**src/rtl/calc_frame_capture.sv**
```systemverilog
// rtl/calc_frame_capture.sv - serial key-stream to parallel calculator command capture
module calc_frame_capture #(
    parameter int DATA_WIDTH = 8,
    parameter int OP_WIDTH   = 4
) (
    input  logic                  Clk,
    input  logic                  Reset,
    input  logic                  Active,
    input  logic                  Mode,
    input  logic                  ValidCmd,
    input  logic                  InputKey,
    output logic                  Busy,
    output logic [OP_WIDTH-1:0]   Sel,
    output logic [DATA_WIDTH-1:0] InA,
    output logic [DATA_WIDTH-1:0] InB,
    output logic                  Unary,
    output logic                  CmdValid,
    output logic                  Abort
);

    // Frame lengths in bits for binary (Sel,A,B) and unary (Sel,A) commands.
    localparam int LEN_BIN = OP_WIDTH + 2 * DATA_WIDTH;
    localparam int LEN_UN  = OP_WIDTH + DATA_WIDTH;
    localparam int CNT_W   = $clog2(LEN_BIN + 1);

    typedef enum logic [1:0] {
        IDLE  = 2'd0,
        SHIFT = 2'd1,
        WAIT  = 2'd2
    } state_t;

    state_t                 state;
    logic                   frame_mode;
    // Holds all but the final bit; the final bit is taken directly from InputKey.
    logic [LEN_BIN-2:0]     shift_q;
    logic [CNT_W-1:0]       bit_cnt;
    logic [CNT_W-1:0]       last_idx;
    logic [LEN_BIN-1:0]     frame_word;
    logic [OP_WIDTH-1:0]    cap_sel;
    logic [DATA_WIDTH-1:0]  cap_a;
    logic [DATA_WIDTH-1:0]  cap_b;

    assign last_idx   = frame_mode ? CNT_W'(LEN_UN - 1) : CNT_W'(LEN_BIN - 1);
    assign frame_word = {shift_q, InputKey};

    // Split the completed frame into fields; a unary frame occupies the low LEN_UN bits.
    always_comb begin
        cap_sel = '0;
        cap_a   = '0;
        cap_b   = '0;
        if (frame_mode) begin
            cap_sel = frame_word[LEN_UN-1 -: OP_WIDTH];
            cap_a   = frame_word[DATA_WIDTH-1:0];
        end else begin
            cap_sel = frame_word[LEN_BIN-1 -: OP_WIDTH];
            cap_a   = frame_word[2*DATA_WIDTH-1 -: DATA_WIDTH];
            cap_b   = frame_word[DATA_WIDTH-1:0];
        end
    end

    // Frame FSM with registered status strobes and captured command outputs.
    always_ff @(posedge Clk) begin
        if (Reset) begin
            state      <= IDLE;
            frame_mode <= 1'b0;
            shift_q    <= '0;
            bit_cnt    <= '0;
            Busy       <= 1'b0;
            Sel        <= '0;
            InA        <= '0;
            InB        <= '0;
            Unary      <= 1'b0;
            CmdValid   <= 1'b0;
            Abort      <= 1'b0;
        end else begin
            CmdValid <= 1'b0;
            Abort    <= 1'b0;
            case (state)
                IDLE: begin
                    Busy <= 1'b0;
                    if (Active) begin
                        frame_mode <= Mode;
                        bit_cnt    <= '0;
                        shift_q    <= '0;
                        Busy       <= 1'b1;
                        state      <= SHIFT;
                    end
                end
                SHIFT: begin
                    // Losing Active wins over a simultaneous final bit.
                    if (!Active) begin
                        state   <= IDLE;
                        Busy    <= 1'b0;
                        Abort   <= 1'b1;
                        bit_cnt <= '0;
                    end else if (ValidCmd) begin
                        if (bit_cnt == last_idx) begin
                            Sel      <= cap_sel;
                            InA      <= cap_a;
                            InB      <= cap_b;
                            Unary    <= frame_mode;
                            CmdValid <= 1'b1;
                            Busy     <= 1'b0;
                            bit_cnt  <= '0;
                            state    <= WAIT;
                        end else begin
                            shift_q <= {shift_q[LEN_BIN-3:0], InputKey};
                            bit_cnt <= bit_cnt + CNT_W'(1);
                        end
                    end
                end
                WAIT: begin
                    // Key stream is ignored until the decoder drops Active.
                    Busy <= 1'b0;
                    if (!Active) begin
                        state <= IDLE;
                    end
                end
                default: begin
                    state <= IDLE;
                    Busy  <= 1'b0;
                end
            endcase
        end
    end

endmodule

```
**config.mk**
```make
export PLATFORM = sky130hd
export DESIGN_NAME = calc_frame_capture
export DESIGN_NICKNAME = d
export VERILOG_FILES = /design/src/rtl/calc_frame_capture.sv
export SDC_FILE = /design/constraint.sdc
export NUM_CORES = 1
export LEC_CHECK = 0
export ABC_AREA = 1
export BUFFER_PORTS_ARGS = -buffer_cell sky130_fd_sc_hd__clkbuf_2
export CORE_ASPECT_RATIO = 1.75
export CORE_MARGIN = 5
export CORE_UTILIZATION = 55
export DETAILED_ROUTE_END_ITERATION = 10
export PLACE_DENSITY = 0.77
export RECOVER_POWER = 100
export SYNTH_ARGS = -nofsm -noshare
export SYNTH_HDL_FRONTEND = slang
export SYNTH_SLANG_ARGS = --single-unit
export TNS_END_PERCENT = 30
```
**constraint.sdc**
```tcl
create_clock -name Clk -period 1.7 [get_ports Clk]
set_input_delay 0.17 -clock Clk [delete_from_list [all_inputs] [get_ports Clk]]
set_output_delay 0.17 -clock Clk [all_outputs]
set_load 0.02 [all_outputs]
```
==> results.ini <==
[yosys]
yosys-top-cells-area=dfxtp_1, nand2_1, o21ai_0
ys_async_sr_fraction_pct=0
ys_seq_area_share_pct=45.5
syn_nets=306
synth_ff_type=dfxtp_1
synth_edf_count=0
synth.distinct_cells=24
synth_top_area_share_pct=45.5
syn_area_per_cell_um2=7.50
synth_top_area_cell=dfxtp_1
synthTopCellsByCount=nand2_1, dfxtp_1, inv_1
synthesis.area_mm2=0.00224
yosysMostFrequentCell=nand2_1
ys_ff_latch=51
synthCells=299
synth_warnings=0

[timing]
worst_slew_pin_slew_ns=0.448
slew_headroom_pct=70.0
min_period_over_period_pct=92.6
rsz0062_at_grt=true
period_needed_ns=1.57
max_freq_mhz=635
setup_viol=0
clock_skew_ns=0.00491
timing.final.hold_violations=0
final.setup.tns_ns=0
drv_slew=0

[floorplanning]
rows=30
dieHeight_um=94.5
core_mm2=0.00390
die_area_mm2=0.00550
start_util_pct=57.4
die_width_um=58.3
num_io_pins=30

[cells_and_area]
area_growth_pct=10.3
drive_above_1_share_pct=11.6
final_core_util_pct=63.4
fin_nets=334
diodes=0

[grt]
antenna_found_initial=0
grt_pass1_wl_um=8020
grt_pass1_vias=1773
grt.total_usage_pct=18.8
grt_overflow=0
grt_max_degree=31

[placed_design]
port_buffers=29
hpwl_um=3430
gp_congestion=0.830

[routing]
dr_wl_met2_um=2640
drtIter0Drc=33
vias=1948
avgViaCountPerCell=5.19
wl_met3_um=209
first_pass_iters=4
wl_per_cell_um=13.0
drc=0
ant_nets=0
drt-total-wl_um=4870
drt-met1-wl_um=1950
top_layer_used=met4

[clock_network]
cts_sinks=51
cts_tree=built
postCtsSetupRepairBufs=0
path_clk_slew_ns=0.09
cts-root-buf=clkbuf_8
cts_resized=0
clkLatencyLatePin_ns=0.30
cts_buffers=5
holdBufCountCts=0
clockBufferDepth=2
cts.htree.levels=2

[flow_run]
drv.max_cap_violation_count=0

[outcome]
status=complete, no violations

[power_and_ir_drop]
p_per_area_mw_per_mm2=886
peakVddDrop_mv=0.590
p_leak_nw=0.853

[worst_hold_path]
hold_path.class=input port to register

[critical_path]
cp-start-kind=register
critPathMaxFanout=17
cp-end-kind=register
required_ns=1.90
critical_path_class=register to register
cp.arrival_ns=1.77

==> cell usage in the layout (no fill, tap or decap), types with 2 or more instances in the layout <==
master	count
a21oi_1	28
buf_4	6
clkbuf_1	25
clkbuf_2	5
clkbuf_8	5
dfxtp_1	51
inv_1	44
inv_2	2
nand2_1	59
nand2_2	2
nand3_1	9
nand3_2	3
nand4_1	2
nor2_1	12
nor2_4	2
nor3_1	18
o21ai_0	33
o21ai_1	4
o21ai_2	10
xor2_1	2
==> area by class of cell <==
type | count | area [µm²]
clock inverters | 1 | 30.0
clock buffers | 6 | 72.6
fillers | 384 | 1430
inverters | 46 | 173
repair buffers | 35 | 160
well taps | 48 | 60.1
flip-flops and latches | 51 | 1020
multi-input cells | 188 | 957
==> logic make-up after synthesis <==
logic type | Yosys count | share of synthesized area (%)
and+or+nand+nor | 108 | 22.9
AOI/OAI and AO/OA | 76 | 18.7
buffers and inverters | 61 | 11.6
DFF | 51 | 45.5
xor gates and xnor gates | 2 | 0.781
adders and majority gates | 1 | 0.558
==> through the flow <==
stage               setup WS, ns  hold WS (ns)  power, W  instance area [µm²]  instances
floorplan                  0.333         0.249   0.00137                 2240        299
global placement           0.185         0.421   0.00141                 2410        367
detailed placement        0.0808         0.423   0.00141                 2410        367
CTS                       0.0549         0.106   0.00220                 2510        374
global route             -0.0356         0.121   0.00228                 2470        375
finish                     0.126         0.110   0.00219                 2470        375
==> layer usage <==
layer / vias to the layer above / track usage, %
met1: 888 / 20.3
met2: 39 / 34.9
met4: 0 / 7.16
met3: 7 / 3.28
li1: 1014 / -
met5: - / 0
==> critical path: stages (launching register included) <==
cell     delay (ns)
dfxtp_1        0.37
ha_1           0.23
inv_1          0.09
nor2_4         0.18
nand3_2        0.11
nand2_2        0.16
inv_2          0.16
nand2_1        0.12
o21ai_2        0.05
==> report_power, final <==
part | leakage, nW | switching [W] | internal [W] | total (W)
Sequential | 0.412 | 0.00000813 | 0.00120 | 0.00121
Clock | 0.0513 | 0.000383 | 0.000432 | 0.000815
Combinational | 0.390 | 0.000122 | 0.0000413 | 0.000163
Total | 0.853 | 0.000513 | 0.00168 | 0.00219
==> sequential cells by signal, indices dropped and copies added (netlist names) <==
signal,count
InA,8
InB,8
CmdValid,1
Unary,1
Sel,4
Busy,1
shift_q,19
state,2
Abort,1
bit_cnt,5
frame_mode,1
==> worst paths after layout <==
path	start	to	slack (ns)	cells past startpoint
hold / removal	Active	Abort	0.11	2
setup reg to reg	bit_cnt[1]	shift_q[11]	0.13	8
hold reg to reg	InA[1]	InA[1]	0.45	2
setup / recovery	bit_cnt[1]	shift_q[11]	0.13	8
Power figures use the tool's default switching activity.
